===== src/rtl/button_conditioner_if.sv =====
// Button conditioner bus: raw button inputs in, conditioned levels and
// single-cycle strobes out, plus the shared sampling tick.
// "release" and "repeat" are SystemVerilog keywords, so those strobes
// carry a _pulse suffix.
interface button_conditioner_if #(
    parameter int CHANNELS = 2
);
    logic [CHANNELS-1:0] btn_in;
    logic [CHANNELS-1:0] level;
    logic [CHANNELS-1:0] press;
    logic [CHANNELS-1:0] release_pulse;
    logic [CHANNELS-1:0] repeat_pulse;
    logic                tick;

    // The side that owns the buttons and consumes the strobes
    modport master (
        output btn_in,
        input  level,
        input  press,
        input  release_pulse,
        input  repeat_pulse,
        input  tick
    );

    // The conditioner itself
    modport slave (
        input  btn_in,
        output level,
        output press,
        output release_pulse,
        output repeat_pulse,
        output tick
    );
endinterface


===== src/rtl/button_conditioner.sv =====
// Push-button conditioner: per channel, synchronise the raw input, debounce
// it on a shared slow tick and turn accepted level changes into press /
// release strobes, plus auto-repeat strobes while the button stays held.
module button_conditioner #(
    parameter int CHANNELS     = 2,
    parameter int DIV_BITS     = 16,
    parameter int SYNC_STAGES  = 2,
    parameter int STABLE_TICKS = 4,
    parameter int REPEAT_DELAY = 64,
    parameter int REPEAT_RATE  = 16
) (
    input  logic                  clk,
    input  logic                  rst,
    button_conditioner_if.slave   bus
);

    localparam int SW   = $clog2(STABLE_TICKS + 1);
    localparam int RMAX = (REPEAT_DELAY > REPEAT_RATE) ? REPEAT_DELAY : REPEAT_RATE;
    localparam int RW   = $clog2(RMAX + 1);

    // Terminal counts: the value that, once incremented, would hit the threshold
    localparam logic [SW-1:0] STAB_LAST  = SW'(STABLE_TICKS - 1);
    localparam logic [RW-1:0] DELAY_LAST = RW'(REPEAT_DELAY - 1);
    localparam logic [RW-1:0] RATE_LAST  = RW'(REPEAT_RATE - 1);

    typedef enum logic [1:0] {
        IDLE      = 2'd0,
        HELD      = 2'd1,
        REPEATING = 2'd2
    } chan_state_t;

    logic [DIV_BITS-1:0] prescaler;
    logic                tick;

    // Free-running prescaler; the tick is its all-ones state
    always_ff @(posedge clk) begin
        if (rst) begin
            prescaler <= '0;
        end else begin
            prescaler <= prescaler + 1'b1;
        end
    end

    assign tick     = &prescaler;
    assign bus.tick = tick;

    for (genvar ch = 0; ch < CHANNELS; ch++) begin : g_chan
        logic [SYNC_STAGES-1:0] sync_ff;
        logic                   sync_s;
        logic [SW-1:0]          stab_cnt;
        logic [SW-1:0]          stab_cnt_next;
        logic                   accept;
        logic                   level_r;
        logic                   press_r;
        logic                   release_r;
        logic                   repeat_r;
        chan_state_t            state;
        chan_state_t            state_next;
        logic [RW-1:0]          rpt_cnt;
        logic [RW-1:0]          rpt_cnt_next;
        logic                   repeat_set;

        // Shift the raw button through the synchroniser chain
        always_ff @(posedge clk) begin
            if (rst) begin
                sync_ff <= '0;
            end else begin
                sync_ff <= {sync_ff[SYNC_STAGES-2:0], bus.btn_in[ch]};
            end
        end

        assign sync_s = sync_ff[SYNC_STAGES-1];

        // Debounce: count consecutive ticks that disagree with the level
        always_comb begin
            stab_cnt_next = stab_cnt;
            accept        = 1'b0;
            if (tick) begin
                if (sync_s != level_r) begin
                    if (stab_cnt == STAB_LAST) begin
                        stab_cnt_next = '0;
                        accept        = 1'b1;
                    end else begin
                        stab_cnt_next = stab_cnt + 1'b1;
                    end
                end else begin
                    stab_cnt_next = '0;
                end
            end
        end

        // Channel FSM: a release wins over a repeat threshold on the same tick
        always_comb begin
            state_next   = state;
            rpt_cnt_next = rpt_cnt;
            repeat_set   = 1'b0;
            case (state)
                IDLE: begin
                    if (accept && !level_r) begin
                        state_next   = HELD;
                        rpt_cnt_next = '0;
                    end
                end
                HELD: begin
                    if (accept && level_r) begin
                        state_next   = IDLE;
                        rpt_cnt_next = '0;
                    end else if (tick) begin
                        if (rpt_cnt == DELAY_LAST) begin
                            state_next   = REPEATING;
                            rpt_cnt_next = '0;
                            repeat_set   = 1'b1;
                        end else begin
                            rpt_cnt_next = rpt_cnt + 1'b1;
                        end
                    end
                end
                REPEATING: begin
                    if (accept && level_r) begin
                        state_next   = IDLE;
                        rpt_cnt_next = '0;
                    end else if (tick) begin
                        if (rpt_cnt == RATE_LAST) begin
                            rpt_cnt_next = '0;
                            repeat_set   = 1'b1;
                        end else begin
                            rpt_cnt_next = rpt_cnt + 1'b1;
                        end
                    end
                end
                default: begin
                    state_next   = IDLE;
                    rpt_cnt_next = '0;
                end
            endcase
        end

        // Register level, strobes, counters and FSM state together
        always_ff @(posedge clk) begin
            if (rst) begin
                stab_cnt  <= '0;
                level_r   <= 1'b0;
                press_r   <= 1'b0;
                release_r <= 1'b0;
                repeat_r  <= 1'b0;
                state     <= IDLE;
                rpt_cnt   <= '0;
            end else begin
                stab_cnt  <= stab_cnt_next;
                level_r   <= level_r ^ accept;
                press_r   <= accept & ~level_r;
                release_r <= accept & level_r;
                repeat_r  <= repeat_set;
                state     <= state_next;
                rpt_cnt   <= rpt_cnt_next;
            end
        end

        assign bus.level[ch]         = level_r;
        assign bus.press[ch]         = press_r;
        assign bus.release_pulse[ch] = release_r;
        assign bus.repeat_pulse[ch]  = repeat_r;
    end

endmodule


===== src/flat_wrapper.sv =====
// flat-port wrapper written by rule: the top's interface ports become plain ports
module button_conditioner_flat 
#(
    parameter int CHANNELS     = 2,
    parameter int DIV_BITS     = 16,
    parameter int SYNC_STAGES  = 2,
    parameter int STABLE_TICKS = 4,
    parameter int REPEAT_DELAY = 64,
    parameter int REPEAT_RATE  = 16
)
  (clk, rst, bus_btn_in, bus_level, bus_press, bus_release_pulse, bus_repeat_pulse, bus_tick);
  button_conditioner_if #(.CHANNELS(CHANNELS)) bus_i ();
  input  logic clk;
  input  logic rst;
  input wire logic [$bits(bus_i.btn_in)-1:0] bus_btn_in;
  output wire logic [$bits(bus_i.level)-1:0] bus_level;
  output wire logic [$bits(bus_i.press)-1:0] bus_press;
  output wire logic [$bits(bus_i.release_pulse)-1:0] bus_release_pulse;
  output wire logic [$bits(bus_i.repeat_pulse)-1:0] bus_repeat_pulse;
  output wire logic [$bits(bus_i.tick)-1:0] bus_tick;
  assign bus_i.btn_in = bus_btn_in;
  assign bus_level = bus_i.level;
  assign bus_press = bus_i.press;
  assign bus_release_pulse = bus_i.release_pulse;
  assign bus_repeat_pulse = bus_i.repeat_pulse;
  assign bus_tick = bus_i.tick;
  button_conditioner #(.CHANNELS(CHANNELS), .DIV_BITS(DIV_BITS), .SYNC_STAGES(SYNC_STAGES), .STABLE_TICKS(STABLE_TICKS), .REPEAT_DELAY(REPEAT_DELAY), .REPEAT_RATE(REPEAT_RATE)) u_core (.clk(clk), .rst(rst), .bus(bus_i));
endmodule

===== config.mk =====
export PLATFORM = sky130hd
export DESIGN_NAME = button_conditioner_flat
export DESIGN_NICKNAME = d
export VERILOG_FILES = /design/src/rtl/button_conditioner_if.sv /design/src/rtl/button_conditioner.sv /design/src/flat_wrapper.sv
export SDC_FILE = /design/constraint.sdc
export NUM_CORES = 1
export LEC_CHECK = 0
export ABC_AREA = 1
export ABC_CLOCK_PERIOD_IN_PS = 3390
export BUFFER_PORTS_ARGS = -buffer_cell sky130_fd_sc_hd__buf_4
export CAP_MARGIN = 5
export CORE_AREA = 2 2 85 79
export CTS_BUF_LIST = sky130_fd_sc_hd__clkbuf_4 sky130_fd_sc_hd__clkbuf_8
export CTS_CLUSTER_DIAMETER = 80
export DETAILED_ROUTE_END_ITERATION = 7
export DIE_AREA = 0 0 87 81
export SLEW_MARGIN = 40
export SYNTH_ARGS = -nofsm -noshare
export SYNTH_HDL_FRONTEND = slang
export SYNTH_SLANG_ARGS = --single-unit

===== constraint.sdc =====
create_clock -name clk -period 3.39 [get_ports clk]
set_clock_uncertainty 0.05 [all_clocks]
set_input_delay 0.1695 -clock clk [delete_from_list [all_inputs] [get_ports clk]]
set_output_delay 0.1695 -clock clk [all_outputs]
set_load 0.1 [all_outputs]

======== Yosys cells after proc, flatten, opt, wreduce, memory -nomap -nowiden ========
Index checks and enable logic that the tools add are counted.
operators by class
  equality and inequality tests ........... 22
  mux-type cells .......................... 52
  div/mod/pow operators ................... 0
  bitwise operators ....................... 8
  magnitude comparators ................... 0
  $mul .................................... 0
  $add $sub $neg .......................... 5
  reductions and logical operators ........ 13
  shift-type cells ........................ 0
operators by type and width
  kind                                                                     count
  7-bit 2-to-1 mux                                                         14
  7-bit one-hot mux with 3 select lines                                    2
  2-bit 2-to-1 mux                                                         10
  1-bit 2-to-1 mux                                                         18
  16-bit by 1-bit adder with 16-bit output, second input constant          1
  16-bit AND reduction                                                     1
  7-bit by 1-bit adder with 7-bit output, second input constant            2
  7-bit by 4-bit equality test with 1-bit output, second input constant    2
  7-bit by 6-bit equality test with 1-bit output, second input constant    2
  3-bit 2-to-1 mux                                                         4
  3-bit by 2-bit inequality test with 1-bit output, second input constant  4
  2-bit one-hot mux with 3 select lines                                    2
  2-bit by 1-bit inequality test with 1-bit output, second input constant  4
  4-bit AND reduction                                                      2
  3-bit by 1-bit adder with 3-bit output, second input constant            2
  3-bit by 2-bit equality test with 1-bit output, second input constant    2
  3-bit by 1-bit inequality test with 1-bit output, second input constant  2
  3-bit AND reduction                                                      2
  1-bit bitwise AND                                                        4
  2-bit by 1-bit equality test with 1-bit output, second input constant    2
  2-bit equality test, second input constant                               2
  1-bit logical AND                                                        4
  2-bit zero test                                                          2
  1-bit one-hot mux with 2 select lines                                    2
  4 further kinds                                                          8
storage, ports and cells
  bits in latches ......................... 0
  register bits after elaboration ......... 52
  memory bits (writable) .................. 0
  output and inout port bits .............. 9
  memory bits (read-only) ................. 0
  input port bits ......................... 4
  word-level logic and storage cells ...... 117
  memories kept ........................... 0

======== Depth between registers and ports, before layout ========
  word-level depth ........................ 7
  depth in mapped cells ................... 13
  gate-level depth less buffers ........... 13

======== Worst setup path after synthesis ========
Ideal clock, no wire load.
  kind .................................... reg2reg
  start point ............................. register u_core.prescaler[0]
  end point ............................... register u_core.g_chan[1].rpt_cnt[2]
  clock period less this slack ............ 2284 ps
  library setup time ...................... 115 ps
  path buffers ............................ 0
  stages on the path, launching flop included .. 12
  required time ........................... 3225 ps
  setup slack ............................. 1106 ps
  arrival time ............................ 2119 ps
  cell sequence ........................... dfxtp_1 -> ha_1 -> nand2_1 -> nor2_4 -> nand4_2 -> nor4_1 -> ha_1 -> nor2_1 -> o21ai_4 -> nand2_4 -> o21ai_1 -> nor2_1
between the ends
  word-level cells in the longest chain between the ends .. 5
  elaborated cells on any way between the ends .. 11
  classes of those cells .................. 3 x eq/ne; 4 x mux; 4 x reduce/logical
RTL lines
  what                                                                                    line                                                                            source
  start, declared                                                                         button_conditioner.sv:32                                                        logic [DIV_BITS-1:0] prescaler;
  start signal, assigned                                                                  button_conditioner.sv:40                                                        prescaler <= prescaler + 1'b1;
  16-bit AND reduction (*)                                                                button_conditioner.sv:44                                                        assign tick = &prescaler;
  1-bit 2-to-1 mux                                                                        button_conditioner.sv:78                                                        if (tick) begin
  1-bit logical AND (on tied branches)                                                    button_conditioner.sv:105, button_conditioner.sv:119, button_conditioner.sv:99
  3-bit by 2-bit inequality test with 1-bit output (no line) (tied with other cells)      n/a
  3-bit AND reduction (no line) or 7-bit one-hot mux with 3 select lines (tied branches)  n/a
  end signal, assigned                                                                    button_conditioner.sv:155                                                       rpt_cnt <= rpt_cnt_next;
  end, declared                                                                           button_conditioner.sv:59                                                        logic [RW-1:0] rpt_cnt;
Mark *: on every way between the ends. The rest lies on a longest branch, timed or not.
A chain may end at the register's enable or synchronous reset.

======== Worst setup path in the final report ========
  start point ............................. register u_core.prescaler[0]
  end point ............................... register u_core.g_chan[1].rpt_cnt[5]
Same word-level chain as after synthesis.

==> flow_summary.ini <==
[worst_setup_path]
r2r_start = u_core.prescaler[0]
critical_path.max_stage_delay_ns = 0.36
regToRegEndpoint = u_core.g_chan[1].rpt_cnt[5]
cp_num_buf_inv = 0
critPathTopFamily = simple AND/OR/NAND/NOR gates
rrSetupSlack_ns = 0.77
critPathSlowestCell = dfxtp_1
start_kind = flop
reg2regPathDepth = 12
arrival_ns = 2.83
cp-end-kind = flop
cp.required_ns = 3.60
criticalPathCategory = flop to flop
crit_cells = 12
crit_path_max_fanout = 9
path_cells = ha_1 -> nand2_1 -> nor2_4 -> nand4_2 -> nor4_1 -> ha_1 -> nor2_1 -> o21ai_4 -> nand2_4 -> nand2_1 -> nand2_1 -> nor2_1
crit_start = u_core.prescaler[0]
crit_end = u_core.g_chan[1].rpt_cnt[5]
cp_common_cell = nand2_1

[place]
dpl-instance-area_sq_mm = 0.00284
dp_hpwl_microns = 3650
place_congestion = 0.791
pre_cts_ws_ns = 0.757
dp_cells = 460
port_buffers = 12

[yosys]
yosysUniqueCellTypes = 31
synth-seq-cells = 52
synth_area_leader_cell = dfxtp_1
synth_top_cell_area_share_pct = 38.0
syn_nets = 405
synth.area.top_cells = dfxtp_1, nor2_1, nand2_1, inv_1, ha_1
synth_edf_count = 0
synth_ff_type = dfxtp_1
avgSynthCellArea_sq_um = 7.09
synth.cell_area_sq_mm = 0.00274
ys_seq_area_share_pct = 38.0
yosysWarnings = 0
synth-async-reset-ratio_pct = 0
synthCells = 386

[final_layout]
final_common_cell = nor2_1
final_layout_size_suffix_gt1_share_pct = 9.92
fillCellCount = 626
regArea_sq_mm = 0.00104
final_cell_mix = nor2_1, nand2_1, inv_1
finish.utilization_pct = 47.1
stdcell_count = 468
n_antenna_cell = 0
multi_input_area_sq_mm = 0.00139
finalInstanceArea_sq_mm = 0.00295
synthToLayoutAreaGrowth_pct = 7.86
fin_nets = 411

[detailed_routing]
vias = 2217
wl_per_cell_microns = 11.0
post_drt_via_cell_ratio = 4.74
drt_pass1_iterations = 4
wl_microns = 5140
drt_iter0_drc = 67
drcViolationCount = 0
ant_nets = 0

[timing]
rsz0062_at_grt = false
slew_viol_final = 0
setup_ws_ns = 0.766
setup_viol = 0
relSlewSlack_pct = 70.2
tns_ns = 0
timing.fmax_mhz = 381
finalCritPeriodShare_pct = 77.4
fin_crit_ns = 2.62
worstMarginPinSlew_ns = 0.445
hold_viol_final = 0

[clock_tree]
cts_num_sinks = 52
clk_latency_ns = 0.31
hold_buffers = 0
post-cts-setup-buffer-count = 0
cts_buffer_depth = 2
cts_root_buf = clkbuf_8
numCtsBuffers = 5
ctsResizeCount = 0
cts.clk_slew.worst_paths_ns = 0.11
ctsHtreeMaxLevel = 2
cts_tree = built

[global_routing]
overflow = 0
first_global_vias = 2067
grt_first_pass_wirelength_microns = 8910
grt_max_degree = 29
track_usage_pct = 15.8
antenna_found_initial = 0

[floorplanning]
die_width_microns = 87
die_h_microns = 81
boundaryPins = 13
core_area_sq_mm = 0.00627
dieArea_sq_mm = 0.00705
start_util_pct = 43.6
row_count = 28

[job]
drv_cap = 0

[pwr]
power_density_mw_per_mm2 = 418
p_leak_nw = 1.34
vdd_drop_max_uv = 249

[outcome]
status = complete, no violations

[hold_path]
hold_class = primary input to flop
-- per-stage QoR --
stage	hold slack, ns	power (mW)
2_1_floorplan	0.226	0.781
3_3_place_gp	0.323	0.810
3_5_place_dp	0.328	0.812
4_1_cts	0.00706	1.25
5_1_grt	0.0136	1.30
6_report	0.0152	1.23
-- cell families after synthesis --
family / Yosys count / share of synthesized area (%)
XOR/XNOR: 7 / 2.24
AND/OR/NAND/NOR: 198 / 32.2
AO/OA/AOI/OAI: 40 / 9.28
flip-flops: 52 / 38.0
buffers and inverters: 74 / 11.3
adder cells (fa/ha/maj): 15 / 6.86
-- flip-flops by register name, summed over array words and instances, names as in the netlist --
signal,count
u_core.g_chan.level_r,2
u_core.g_chan.press_r,2
u_core.g_chan.release_r,2
u_core.g_chan.repeat_r,2
u_core.g_chan.rpt_cnt,14
u_core.g_chan.stab_cnt,6
u_core.g_chan.state,4
u_core.g_chan.sync_ff,4
u_core.prescaler,16
-- how the worst min path moves through the flow --
stage,from,endpoint,slack [ns],depth (start not counted)
4_1_cts,bus_btn_in[0],u_core.g_chan[0].sync_ff[0],0.007,3
3_5_place_dp,bus_btn_in[0],u_core.g_chan[0].sync_ff[0],0.33,3
5_1_grt,bus_btn_in[1],u_core.g_chan[1].sync_ff[0],0.01,3
2_1_floorplan,bus_btn_in[0],u_core.g_chan[0].sync_ff[0],0.23,2
3_3_place_gp,bus_btn_in[0],u_core.g_chan[0].sync_ff[0],0.32,3
6_report,bus_btn_in[0],u_core.g_chan[0].sync_ff[0],0.02,3
-- metal layers --
layer	wire [microns]	vias to the layer above	GRT usage [%]	part of all wire [%]
met5	0	-	0	0
met4	68	0	6.09	1.3
met3	107	5	3.05	2.1
met2	2260	16	26.6	44
met1	2700	987	20.0	53
li1	-	1209	-	-
-- where the power goes --
part	total (mW)	internal, mW	switching, mW
registers	0.649	0.632	0.0164
clock network	0.435	0.228	0.207
logic	0.151	0.0521	0.0989
-- Yosys cell counts (all sizes together) (2+ instances only) --
master  count
clkbuf      3
dfxtp      52
ha         15
nor4        2
nor2       84
o211a       3
o21ai      15
inv        60
nand4       2
xnor2       5
nand3      31
buf        10
nor3        9
a21oi      18
xor2        2
nand2      70
-- cell type report --
class,count,area share (%)
Clock buffer,6,2.59
Multi-Input combinational cell,260,46.9
Tap cell,75,3.18
Clock inverter,2,1.19
Inverter,61,7.80
Timing Repair Buffer,12,3.05
Sequential cell,52,35.3
-- tightest hold or removal path, stage by stage --
cell	delay [ns]
buf_4	0.08
inv_1	0.03
nor2_1	0.06
(Power assumes the default switching activity.)
